## config.mk

```make
export PLATFORM = sky130hd
export DESIGN_NAME = sub_operand_sequencer_flat
export DESIGN_NICKNAME = d
export VERILOG_FILES = /design/src/rtl/sub_operand_sequencer_if.sv /design/src/rtl/sub_operand_sequencer.sv /design/src/flat_wrapper.sv
export SDC_FILE = /design/constraint.sdc
export NUM_CORES = 1
export LEC_CHECK = 0
export CORE_ASPECT_RATIO = 1.5
export CORE_MARGIN = 2
export CORE_UTILIZATION = 25
export DETAILED_ROUTE_END_ITERATION = 8
export SYNTH_ARGS = -nofsm -noshare
export SYNTH_HDL_FRONTEND = slang
export SYNTH_SLANG_ARGS = --single-unit
```

## constraint.sdc

```tcl
create_clock -name clk -period 3.1 [get_ports clk]
set_input_delay 0.31 -clock clk [delete_from_list [all_inputs] [get_ports clk]]
set_output_delay 0.31 -clock clk [all_outputs]
set_load 0.005 [all_outputs]
```

## src/rtl/sub_operand_sequencer_if.sv

```systemverilog
`default_nettype none
// ============================================================================
// Module   : sub_operand_sequencer_if
// Brief    : Switch/button inputs, subtractor operand/result bus and status.
// Revision : 1.0
// ============================================================================
interface sub_operand_sequencer_if;
    logic [3:0] sw;
    logic       btn;
    logic [3:0] a_out;
    logic [3:0] b_out;
    logic [3:0] res_in;
    logic [3:0] flags_in;
    logic [3:0] res_q;
    logic [3:0] flags_q;
    logic [1:0] state_q;
    logic       valid;

    modport master (
        output sw, btn, res_in, flags_in,
        input  a_out, b_out, res_q, flags_q, state_q, valid
    );

    modport slave (
        input  sw, btn, res_in, flags_in,
        output a_out, b_out, res_q, flags_q, state_q, valid
    );
endinterface
`default_nettype wire

```

## src/rtl/sub_operand_sequencer.sv

```systemverilog
`default_nettype none
// ============================================================================
// Module   : sub_operand_sequencer
// Brief    : Debounced-button sequencer loading A/B into a 4-bit subtractor
//            and latching its result and flags.
// Revision : 1.0
// ============================================================================
module sub_operand_sequencer #(
    parameter int DEBOUNCE_CYCLES = 4
) (
    input  logic                   clk,
    input  logic                   rst,
    sub_operand_sequencer_if.slave bus
);

    localparam logic [7:0] DEB_MAX = 8'(DEBOUNCE_CYCLES);

    typedef enum logic [1:0] {
        LOAD_A = 2'b00,
        LOAD_B = 2'b01,
        EXEC   = 2'b10,
        SHOW   = 2'b11
    } state_t;

    logic       sync_meta;
    logic       sync_btn;
    logic [7:0] deb_cnt;
    logic       press;

    state_t     state, state_nxt;
    logic [3:0] a_q, a_nxt;
    logic [3:0] b_q, b_nxt;
    logic [3:0] res_r, res_nxt;
    logic [3:0] flags_r, flags_nxt;
    logic       valid_r, valid_nxt;

    // press fires only on the increment that lands on DEB_MAX; saturation
    // keeps a held button from firing again until sync_btn drops.
    always_ff @(posedge clk) begin
        if (rst) begin
            sync_meta <= 1'b0;
            sync_btn  <= 1'b0;
            deb_cnt   <= 8'd0;
            press     <= 1'b0;
        end else begin
            sync_meta <= bus.btn;
            sync_btn  <= sync_meta;
            press     <= 1'b0;
            if (!sync_btn) begin
                deb_cnt <= 8'd0;
            end else if (deb_cnt != DEB_MAX) begin
                deb_cnt <= deb_cnt + 8'd1;
                press   <= (deb_cnt == DEB_MAX - 8'd1);
            end
        end
    end

    always_ff @(posedge clk) begin
        if (rst) begin
            state   <= LOAD_A;
            a_q     <= 4'd0;
            b_q     <= 4'd0;
            res_r   <= 4'd0;
            flags_r <= 4'd0;
            valid_r <= 1'b0;
        end else begin
            state   <= state_nxt;
            a_q     <= a_nxt;
            b_q     <= b_nxt;
            res_r   <= res_nxt;
            flags_r <= flags_nxt;
            valid_r <= valid_nxt;
        end
    end

    always_comb begin
        state_nxt = state;
        a_nxt     = a_q;
        b_nxt     = b_q;
        res_nxt   = res_r;
        flags_nxt = flags_r;
        valid_nxt = valid_r;
        case (state)
            LOAD_A: begin
                if (press) begin
                    a_nxt     = bus.sw;
                    b_nxt     = 4'd0;
                    valid_nxt = 1'b0;
                    state_nxt = LOAD_B;
                end
            end
            LOAD_B: begin
                if (press) begin
                    b_nxt     = bus.sw;
                    state_nxt = EXEC;
                end
            end
            // Operands have been stable a full cycle; press is ignored here.
            EXEC: begin
                res_nxt   = bus.res_in;
                flags_nxt = bus.flags_in;
                valid_nxt = 1'b1;
                state_nxt = SHOW;
            end
            SHOW: begin
                if (press) begin
                    valid_nxt = 1'b0;
                    state_nxt = LOAD_A;
                end
            end
            default: state_nxt = LOAD_A;
        endcase
    end

    assign bus.a_out   = a_q;
    assign bus.b_out   = b_q;
    assign bus.res_q   = res_r;
    assign bus.flags_q = flags_r;
    assign bus.state_q = state;
    assign bus.valid   = valid_r;

endmodule
`default_nettype wire
```

## src/flat_wrapper.sv

```systemverilog
// flat-port wrapper written by rule: the top's interface ports become plain ports
module sub_operand_sequencer_flat 
#(
    parameter int DEBOUNCE_CYCLES = 4
)
  (clk, rst, bus_sw, bus_btn, bus_res_in, bus_flags_in, bus_a_out, bus_b_out, bus_res_q, bus_flags_q, bus_state_q, bus_valid);
  sub_operand_sequencer_if bus_i ();
  input  logic clk;
  input  logic rst;
  input wire logic [$bits(bus_i.sw)-1:0] bus_sw;
  input wire logic [$bits(bus_i.btn)-1:0] bus_btn;
  input wire logic [$bits(bus_i.res_in)-1:0] bus_res_in;
  input wire logic [$bits(bus_i.flags_in)-1:0] bus_flags_in;
  output wire logic [$bits(bus_i.a_out)-1:0] bus_a_out;
  output wire logic [$bits(bus_i.b_out)-1:0] bus_b_out;
  output wire logic [$bits(bus_i.res_q)-1:0] bus_res_q;
  output wire logic [$bits(bus_i.flags_q)-1:0] bus_flags_q;
  output wire logic [$bits(bus_i.state_q)-1:0] bus_state_q;
  output wire logic [$bits(bus_i.valid)-1:0] bus_valid;
  assign bus_i.sw = bus_sw;
  assign bus_i.btn = bus_btn;
  assign bus_i.res_in = bus_res_in;
  assign bus_i.flags_in = bus_flags_in;
  assign bus_a_out = bus_i.a_out;
  assign bus_b_out = bus_i.b_out;
  assign bus_res_q = bus_i.res_q;
  assign bus_flags_q = bus_i.flags_q;
  assign bus_state_q = bus_i.state_q;
  assign bus_valid = bus_i.valid;
  sub_operand_sequencer #(.DEBOUNCE_CYCLES(DEBOUNCE_CYCLES)) u_core (.clk(clk), .rst(rst), .bus(bus_i));
endmodule
```

==> reports/summary.txt, run 1 <==
Outcome -> complete, no violations
Layout cells sized above 1 -> 4.07%
Largest net degree at the start of global routing -> 24
Arr. time, crit path -> 1.78 ns
DRT iter0 DRCs -> 53
# fillers -> 527
CP max FO -> 23
Synth top area cells -> dfxtp_1 (48%), ha_1 (7.0%), mux2i_1 (6.4%), a21oi_1 (5.6%), nand3_1 (4.4%)
Vias in the first global route -> 1030
Asr flop ratio synth -> 0%
Reg clk slew, reported paths -> 0.06 ns
Top-area cell type share of the netlist area -> 48.3%
Final core utilization -> 35.8%
Worst Hold Slack -> 0.452 ns
Die X -> 61.6 um
Root buffer cell -> clkbuf_8
Global-route wire length before repair -> 4600 um
Post-synth EDFFs -> 0
I/O Buffers -> 33
CTS tree -> done
Distinct cells, synth -> 27
Area delta synth->final -> 38.5%
Critical path startpoint category -> input port
CP Capture Type -> flop
1st-pass router iterations -> 4
Worst-path cell chain -> clkdlybuf4s50_1 > nand2b_1 > nor4_1
Sequential cell area fraction in the yosys report -> 48.3%
Biggest area consumer among synthesized cells -> dfxtp_1
Dominant synthesized flop cell -> dfxtp_1
Max_cap viols -> 0
Top cells by count, synth -> dfxtp_1 (30), a21oi_1 (14), nor2_1 (14)
Minimum clock period -> 1.59 ns
H-tree depth -> 2
Syn Nets -> 159
Period utilisation layout -> 51.4%
Peak Freq -> 0.627 GHz
Die Area -> 5570 um2
Mean Syn Cell Area -> 9.08 um2
Worst setup path class -> in2reg
Routability cong. -> 0.824
TritonCTS Sinks -> 30
Post-CTS Resized -> 0
Nets -> 195
Synth Cell Area -> 1240 um2
Final setup vio count -> 0
Routed vias/inst -> 4.63
Ys Warns -> 0
Core area -> 4810 um2
Slowest stage delay, CP -> 0.82 ns
Pwr Density -> 465 nW/um2
Die Ht -> 90.4 um
Num CTS Buffers -> 5
Placed cells -> 232
Setup bufs post-CTS -> 0
Slew Limit Fails -> 0
Non-Filler Instances -> 238
Overall power -> 801 uW
Maximum clock path buffer count -> 2
Antenna Violating Nets Remaining -> 0
Slowest CP cell -> clkdlybuf4s50_1
Clk_lat worst skew -> 0.27 ns
RSZ-0062 raised after global routing -> no
Worst rel slew slack -> 46.0%
VDD IR max -> 218 uV
Via count -> 1102
Top-Level Pins -> 34
Detail Placement HPWL -> 1970 um
Initial Util -> 25.9%
Seq cells post-synth -> 30
Crit path required time -> 3.29 ns
Ant diodes -> 0
Leakage -> 0.000564 uW
Worst-margin pin slew -> 0.807 ns
Row count -> 31
Gr ovfl total -> 0
Initial antenna violation count -> 0
Setup TNS -> 0 ns
Mean routed wirelength per cell -> 11.1 um
Hold crit path type -> reg2reg
GRT Overall Usage -> 11.0%
Post-route DRC violation count -> 0
CTS Hold Bufs -> 0
Mapped Cells -> 137
Hold Violations, Final -> 0
Skew final -> 0.00392 ns
WL final -> 2650 um
Most frequent cell after synthesis -> dfxtp_1
-- path summary, 6_finish.rpt --
check / depth (start not counted) / to / startpoint / slack, ns
max: 3 / u_core.press$_SDFF_PP0_ / rst / 1.51
min reg2reg: 1 / u_core.sync_btn$_SDFF_PP0_ / u_core.sync_meta$_SDFF_PP0_ / 0.45
max reg2reg: 5 / u_core.bus.state_q[1]$_SDFFE_PP0P_ / u_core.bus.state_q[0]$_SDFFE_PP0P_ / 1.60
min: 1 / u_core.sync_btn$_SDFF_PP0_ / u_core.sync_meta$_SDFF_PP0_ / 0.45
-- per-layer routing --
metal  track usage (%)  vias to the layer above  wire length [um]
met5                 0                        -                 0
met4              5.32                        0                46
met3              4.30                        2               126
met2              16.2                       26              1350
met1              13.5                      517              1130
li1                  -                      557                 -
-- layout by cell type (no fill, tap or decap), types with 3 or more instances in the layout --
master and count:
clkdlybuf4s50_1 33, dfxtp_1 30, a21oi_1 14, nor2_1 14, nand3_1 11, nand2_1 9, mux2i_1 8, o21ai_0 8
ha_1 7, inv_1 6, clkbuf_8 6, or3_1 4, nor3_1 4, a32oi_1 4, nor2b_1 3
-- per-stage QoR --
| stage | setup WS [ns] | cell area, um2 |
|---|---|---|
| after floorplan | 1.73 | 1240 |
| after global placement | 1.20 | 1640 |
| after detailed placement | 1.16 | 1640 |
| after CTS | 1.46 | 1720 |
| after global routing | 1.30 | 1720 |
| final | 1.51 | 1720 |
-- registers in the layout (all words and copies together) (netlist names) --
name,count
u_core.bus.a_out,4
u_core.bus.flags_q,4
u_core.bus.b_out,4
u_core.sync_btn,1
u_core.press,1
u_core.deb_cnt,8
u_core.bus.valid,1
u_core.bus.res_q,4
u_core.bus.state_q,2
u_core.sync_meta,1
-- report_power, final --
part / total, uW / switching, uW / internal, uW
clock: 302 / 131 / 171
sequential: 402 / 7.84 / 394
combinational: 97.7 / 48.3 / 49.4
-- critical path, delay by kind of cell --
kind | cells | cell delay, ns
and+or+nand+nor | 2 | 0.64
buffers and inverters | 1 | 0.82
-- kinds of logic after synthesis --
group,Yosys count,share of synthesized area [%]
and+or+nand+nor,51,20.3
AOI/OAI and AO/OA,30,14.1
DFF,30,48.3
buffers and inverters,10,3.12
muxes,8,6.44
adders and majority gates,7,7.04
xor gates and xnor gates,1,0.704
-- layout make-up --
cell class	count	area, um2	area share, %
Multi-Input combinational cell	97	604	35.1
Clock buffer	6	82.6	4.79
Sequential cell	30	601	34.9
Timing Repair Buffer	33	330	19.2
Tap cell	66	82.6	4.79
Inverter	6	22.5	1.31
Power figures use the tool's default switching activity.
==> run 2, diff against run 1 <==
Clock period 3.1 ns to 1.3 ns, I/O delays scaled along.
==> reports/summary.txt, run 2 (same netlist as run 1, synthesis figures left out) <==
GRT Overall Usage -> 11.4% (was 11.0%)
Arr. time, crit path -> 1.13 ns (was 1.78 ns)
Die Area -> 5570 um2 (unchanged)
Initial antenna violation count -> 0 (unchanged)
Worst setup path class -> reg2out (was in2reg)
Final setup vio count -> 0 (unchanged)
Hold crit path type -> in2reg (was reg2reg)
TritonCTS Sinks -> 30 (unchanged)
Largest reg by FF count -> u_core.deb_cnt (unchanged)
Die Ht -> 90.4 um (unchanged)
Worst rel slew slack -> 79.2% (was 46.0%)
Largest net degree at the start of global routing -> 20 (was 24)
Sequential power share -> 47.2% (was 50.1%)
Root buffer cell -> clkbuf_8 (unchanged)
Clk_lat worst skew -> 0.28 ns (was 0.27 ns)
Worst path buffer plus inverter count -> 1 (unchanged)
Most common cell after layout, fill and taps aside -> clkdlybuf4s50_1 (unchanged)
Maximum clock path buffer count -> 2 (unchanged)
Antenna Violating Nets Remaining -> 0 (unchanged)
Layout cells sized above 1 -> 22.5% (was 4.07%)
DRT iter0 DRCs -> 43 (was 53)
Period utilisation layout -> 96.9%
Skew final -> 0.00820 ns (was 0.00392 ns)
CTS tree -> done (unchanged)
Setup bufs post-CTS -> 0 (unchanged)
WL final -> 2860 um (was 2650 um)
Detail Placement HPWL -> 2130 um (was 1970 um)
Gr ovfl total -> 0 (unchanged)
Slowest stage delay, CP -> 0.51 ns (was 0.82 ns)
Ant diodes -> 0 (unchanged)
Vias in the first global route -> 1077 (was 1030)
Core area -> 4810 um2 (unchanged)
Post-route DRC violation count -> 0 (unchanged)
Area delta synth->final -> 56.3% (was 38.5%)
CP max FO -> 2 (was 23)
Row count -> 31 (unchanged)
Hold Violations, Final -> 0 (unchanged)
Die X -> 61.6 um (unchanged)
Max FFs per register -> 8 (unchanged)
VDD IR max -> 371 uV (was 218 uV)
Pwr Density -> 1050 nW/um2 (was 465 nW/um2)
Final Instance Area -> 1940 um2 (was 1720 um2)
Reg clk slew, reported paths -> 0.06 ns (about the same)
Clock share of power -> 37.4% (was 37.7%)
Worst-margin pin slew -> 0.310 ns (was 0.807 ns)
Critical path startpoint category -> flop (was input port)
Peak Freq -> 0.794 GHz
Setup TNS -> 0 ns (unchanged)
Slowest CP cell -> clkdlybuf4s50_1 (unchanged)
Global-route wire length before repair -> 4750 um (was 4600 um)
Internal power -> 1540 uW (was 614 uW)
Switching Fraction -> 24.6% (was 23.4%)
CP Capture Type -> primary output (was flop)
Nets -> 212 (was 195)
Logic pwr share -> 15.4% (was 12.2%)
Top-Level Pins -> 34 (unchanged)
Reg area -> 614 um2 (was 601 um2)
Num CTS Buffers -> 5 (unchanged)
Leakage -> 0.000702 uW (was 0.000564 uW)
Slew Limit Fails -> 0 (unchanged)
Mean routed wirelength per cell -> 11.1 um (about the same)
Routability cong. -> 0.806 (was 0.824)
Placed cell area -> 1790 um2 (was 1640 um2)
Psw -> 505 uW (was 187 uW)
Max_cap viols -> 0 (unchanged)
1st-pass router iterations -> 4 (unchanged)
Via count -> 1165 (was 1102)
Multi-input gate area -> 659 um2 (was 604 um2)
H-tree depth -> 2 (unchanged)
Most frequent cells in the layout -> clkdlybuf4s50_1 (30), dfxtp_1 (23), buf_4 (16), a21oi_1 (14), nor2_1 (14) (was clkdlybuf4s50_1 (33), dfxtp_1 (30), a21oi_1 (14), nor2_1 (14), nand3_1 (11))
Worst-path cell chain -> clkdlybuf4s50_1 (was clkdlybuf4s50_1 > nand2b_1 > nor4_1)
I/O Buffers -> 33 (unchanged)
Initial Util -> 25.9% (unchanged)
Minimum clock period -> 1.26 ns
# fillers -> 520 (was 527)
Outcome -> complete, no violations (unchanged)
CP top delay family -> buffers and inverters (unchanged)
CTS Hold Bufs -> 0 (unchanged)
Routed vias/inst -> 4.53 (was 4.63)
Crit path required time -> 1.17 ns (was 3.29 ns)
[run 2: cell count changes in the layout (fill, tap and decap cells not counted), sizes merged]
cell,delta
clkbuf,+1
clkinv,+1
buf,+17
clkdlybuf4s50,-3
dlygate4sd2,+1
dlymetal6s2s,+2
[run 2: repair_timing]
action,CTS,global route
pin swaps,0,3
endpoints found under the hold margin,0,0
resized for setup,5,19
setup endpoints to repair,9,14
[run 2: final timing paths]
check / from / endpoint / slack (ns) / depth (start not counted)
worst max-delay path: u_core.bus.b_out[1]$_SDFFE_PP0P_ / bus_b_out[1] / 0.04 / 1
worst max register to register: u_core.bus.state_q[1]$_SDFFE_PP0P_ / u_core.bus.state_q[1]$_SDFFE_PP0P_ / 0.05 / 5
worst min-delay path: bus_btn / u_core.sync_meta$_SDFF_PP0_ / 0.41 / 2
worst min register to register: u_core.sync_meta$_SDFF_PP0_ / u_core.sync_btn$_SDFF_PP0_ / 0.43 / 1
[run 2: power by group through the flow]
stage	Sequential, uW	Clock [uW]	Combinational, uW
finish	966	766	316
floorplan	980	0	131
detailed placement	982	0	282
global placement	980	0	281
global route	969	846	351
CTS	965	809	279
[run 2: final cells by class]
cell class / count / area share, %
clock buffers: 7 / 4.44
multi-input cells: 97 / 33.9
well taps: 66 / 4.25
flip-flops and latches: 30 / 31.6
repair buffers: 50 / 24.4
inverters: 6 / 1.16
clock inverters: 1 / 0.257
[run 2: stage by stage]
| step | setup slack, ns | util [%] | total power, uW | hold WS [ns] | instances |
|---|---|---|---|---|---|
| floorplan | 0.0374 | - | 1110 | 0.202 | 137 |
| global placement | -0.0303 | 37.1 | 1260 | 0.421 | 249 |
| detailed placement | -0.0292 | 37.1 | 1260 | 0.427 | 249 |
| CTS | 0.00177 | 39.4 | 2050 | 0.401 | 257 |
| global route | -0.00220 | 40.4 | 2170 | 0.415 | 257 |
| finish | 0.0401 | 40.4 | 2050 | 0.406 | 257 |
[run 2: routing by layer]
layer	GRT usage, %	up-vias	share of wire [%]
li1	-	599	-
met1	12.2	539	40
met2	18.7	20	53
met3	3.87	7	4.0
met4	6.38	0	2.5
met5	0	-	0
==> run 3, diff against run 2 <==
Settings changed: ABC_AREA from default to 1.
==> reports/summary.txt, run 3 <==
Outcome -> complete, no violations (unchanged)
Psw -> 512 uW (was 505 uW)
Worst path buffer plus inverter count -> 1 (unchanged)
Reg2reg start -> u_core.bus.state_q[0]$_SDFFE_PP0P_ (was u_core.bus.state_q[1]$_SDFFE_PP0P_)
Hold crit path type -> in2reg (unchanged)
Skew final -> 0.00623 ns (was 0.00820 ns)
Switching Fraction -> 21.1% (was 24.6%)
Worst r2r dst -> u_core.bus.b_out[1]$_SDFFE_PP0P_ (was u_core.bus.state_q[1]$_SDFFE_PP0P_)
Final Instance Area -> 1890 um2 (was 1940 um2)
1st-pass router iterations -> 4 (unchanged)
I/O Buffers -> 33 (unchanged)
Top cells by count, synth -> nor2_1 (40), dfxtp_1 (30), nand2_1 (22) (was dfxtp_1 (30), a21oi_1 (14), nor2_1 (14))
Hold Violations, Final -> 0 (unchanged)
Nets -> 232 (was 212)
Via count -> 1144 (was 1165)
Syn Nets -> 189 (was 159)
Pwr Density -> 1290 nW/um2 (was 1050 nW/um2)
Slowest CP cell -> clkdlybuf4s50_1 (unchanged)
TritonCTS Sinks -> 30 (unchanged)
Logic pwr share -> 12.7% (was 15.4%)
Gr ovfl total -> 0 (unchanged)
CP max FO -> 3 (was 2)
Sequential cell area fraction in the yosys report -> 47.2% (was 48.3%)
Max FFs per register -> 8 (unchanged)
Synth top area cells -> dfxtp_1 (47%), nor2_1 (12%), ha_1 (6.9%), nand2_1 (6.5%), o21ai_0 (5.5%) (was dfxtp_1 (48%), ha_1 (7.0%), mux2i_1 (6.4%), a21oi_1 (5.6%), nand3_1 (4.4%))
Post-synth EDFFs -> 0 (unchanged)
Initial antenna violation count -> 0 (unchanged)
Clk_lat worst skew -> 0.28 ns (about the same)
Biggest area consumer among synthesized cells -> dfxtp_1 (unchanged)
Top-Level Pins -> 34 (unchanged)
Top-area cell type share of the netlist area -> 47.2% (was 48.3%)
Maximum clock path buffer count -> 2 (unchanged)
Max_cap viols -> 0 (unchanged)
Die Area -> 5690 um2 (was 5570 um2)
DRT iter0 DRCs -> 25 (was 43)
Clock share of power -> 47.9% (was 37.4%)
H-tree depth -> 2 (unchanged)
Mapped Cells -> 167 (was 137)
Placed cell area -> 1710 um2 (was 1790 um2)
Period utilisation layout -> 96.4% (was 96.9%)
Root buffer cell -> clkbuf_8 (unchanged)
Total stage count of the critical path -> 1 (unchanged)
Worst setup path class -> reg2out (unchanged)
Die Ht -> 91.4 um (was 90.4 um)
Core area -> 4890 um2 (was 4810 um2)
Routed vias/inst -> 4.13 (was 4.53)
RSZ-0062 raised after global routing -> no
Detail Placement HPWL -> 2110 um (was 2130 um)
Area delta synth->final -> 48.2% (was 56.3%)
Arr. time, crit path -> 1.12 ns (was 1.13 ns)
Num CTS Buffers -> 5 (unchanged)
Reg clk slew, reported paths -> 0.06 ns (about the same)
Synth Cell Area -> 1270 um2 (was 1240 um2)
Minimum clock period -> 1.25 ns (was 1.26 ns)
Layout cells sized above 1 -> 16.6% (was 22.5%)
GRT Overall Usage -> 10.8% (was 11.4%)
Most common cell after layout, fill and taps aside -> nor2_1 (was clkdlybuf4s50_1)
Routability cong. -> 0.713 (was 0.806)
Critical Path Source -> u_core.bus.valid$_SDFFE_PP0P_ (was u_core.bus.b_out[1]$_SDFFE_PP0P_)
CP Capture Point -> bus_valid (was bus_b_out[1])
Dominant synthesized flop cell -> dfxtp_1 (unchanged)
Slew Limit Fails -> 0 (unchanged)
Largest net degree at the start of global routing -> 14 (was 20)
Global-route wire length before repair -> 4820 um (was 4750 um)
Mean Syn Cell Area -> 7.63 um2 (was 9.08 um2)
R2R setup slack -> 0.11 ns (was 0.05 ns)
Internal power -> 1920 uW (was 1540 uW)
Crit path required time -> 1.17 ns (about the same)
Reg2Reg Depth -> 5 (unchanged)
Setup TNS -> 0 ns (unchanged)
Initial Util -> 26.1% (was 25.9%)
Row count -> 31 (unchanged)
CP top delay family -> buffers and inverters (unchanged)
Final WS setup -> 0.0464 ns (was 0.0401 ns)
Worst-path cell chain -> clkdlybuf4s50_1 (unchanged)
Peak Freq -> 0.798 GHz (was 0.794 GHz)
Vias in the first global route -> 1087 (was 1077)
Worst-margin pin slew -> 0.283 ns (was 0.310 ns)
Seq cells post-synth -> 30 (unchanged)
Most frequent cell after synthesis -> nor2_1 (was dfxtp_1)
Ys Warns -> 0 (unchanged)
Setup bufs post-CTS -> 0 (unchanged)
Largest reg by FF count -> u_core.deb_cnt (unchanged)
Antenna Violating Nets Remaining -> 0 (unchanged)
Asr flop ratio synth -> 0% (unchanged)
Critical path startpoint category -> flop (unchanged)
Post-route DRC violation count -> 0 (unchanged)
Final setup vio count -> 0 (unchanged)
Die X -> 62.3 um (was 61.6 um)
CTS tree -> done (unchanged)
Leakage -> 0.000775 uW (was 0.000702 uW)
Mean routed wirelength per cell -> 9.94 um (was 11.1 um)
VDD IR max -> 545 uV (was 371 uV)
Ant diodes -> 0 (unchanged)
Worst rel slew slack -> 81.1% (was 79.2%)
Sequential power share -> 39.4% (was 47.2%)
Distinct cells, synth -> 23 (was 27)
CP Capture Type -> primary output (unchanged)
Pre-CTS setup slack -> 0.00142 ns (was -0.0292 ns)
WL final -> 2750 um (was 2860 um)
Slowest stage delay, CP -> 0.50 ns (was 0.51 ns)
Most frequent cells in the layout -> nor2_1 (38), clkdlybuf4s50_1 (30), dfxtp_1 (24), nand2_1 (21), o21ai_0 (14) (was clkdlybuf4s50_1 (30), dfxtp_1 (23), buf_4 (16), a21oi_1 (14), nor2_1 (14))
-- run 3: repair_timing --
| action | in CTS | in global routing |
|---|---|---|
| hold buffers | 0 | 0 |
| setup endpoints to repair | 7 | 15 |
| gates cloned | 0 | 0 |
| pin swaps | 0 | 2 |
| gates resized for setup | 5 | 13 |
| hold endpoints to repair | 0 | 0 |
-- run 3: cells by family (layout without fill, tap and decap cells) --
family | after synthesis | count (layout) | share of synthesized area, %
AOI/OAI and AO/OA | 28 | 28 | 11.6
xor gates and xnor gates | 2 | 2 | 1.38
adders and majority gates | 7 | 7 | 6.88
buffers and inverters | 21 | 65 | 6.97
DFF | 30 | 30 | 47.2
and+or+nand+nor | 79 | 79 | 26.0
-- run 3: worst min path at each step --
| stage | from | cells past startpoint | slack (ns) | to |
|---|---|---|---|---|
| floorplan | bus_btn | 2 | 0.24 | u_core.sync_meta$_SDFF_PP0_ |
| global placement | u_core.sync_meta$_SDFF_PP0_ | 2 | 0.39 | u_core.sync_btn$_SDFF_PP0_ |
| detailed placement | u_core.sync_meta$_SDFF_PP0_ | 2 | 0.40 | u_core.sync_btn$_SDFF_PP0_ |
| CTS | bus_btn | 3 | 0.35 | u_core.sync_meta$_SDFF_PP0_ |
| global route | bus_btn | 3 | 0.38 | u_core.sync_meta$_SDFF_PP0_ |
| finish | bus_btn | 3 | 0.36 | u_core.sync_meta$_SDFF_PP0_ |
-- run 3: cell type report --
| class | instances | area [um2] |
|---|---|---|
| clock buffers | 6 | 82.6 |
| clock inverters | 2 | 60.1 |
| fillers | 536 | 3000 |
| inverters | 18 | 71.3 |
| multi-input cells | 116 | 598 |
| flip-flops and latches | 30 | 611 |
| well taps | 66 | 82.6 |
| repair buffers | 39 | 383 |
-- run 3: worst reg2reg max path, cell delays in order, from the launching register on --
cell,delay [ns]
dfxtp_2,0.33
buf_4,0.14
ha_1,0.24
o21ai_2,0.20
nand2_1,0.07
a21oi_1,0.13
-- run 3: power groups by stage --
stage | Clock, uW | Combinational, uW | Sequential (uW)
final | 1160 | 308 | 956
after global routing | 1240 | 342 | 959
after CTS | 1210 | 298 | 954
after detailed placement | 0 | 304 | 974
after global placement | 0 | 301 | 973
after floorplan | 0 | 146 | 982
-- run 3: metal layers --
layer	global-route usage, %	routed length (um)	part of all wire [%]	vias up
met5	0	0	0	-
met4	7.22	87	3.2	0
met3	4.34	190	6.9	7
met2	16.9	1270	46	35
met1	11.9	1200	44	484
li1	-	-	-	618
-- run 3: metrics by stage --
stage / utilization [%] / std cells / power, uW / hold slack [ns]
floorplan: - / 167 / 1130 / 0.237
global placement: 35.0 / 269 / 1270 / 0.392
detailed placement: 35.0 / 269 / 1280 / 0.398
CTS: 38.0 / 277 / 2460 / 0.352
global route: 38.6 / 277 / 2540 / 0.384
finish: 38.6 / 277 / 2430 / 0.362
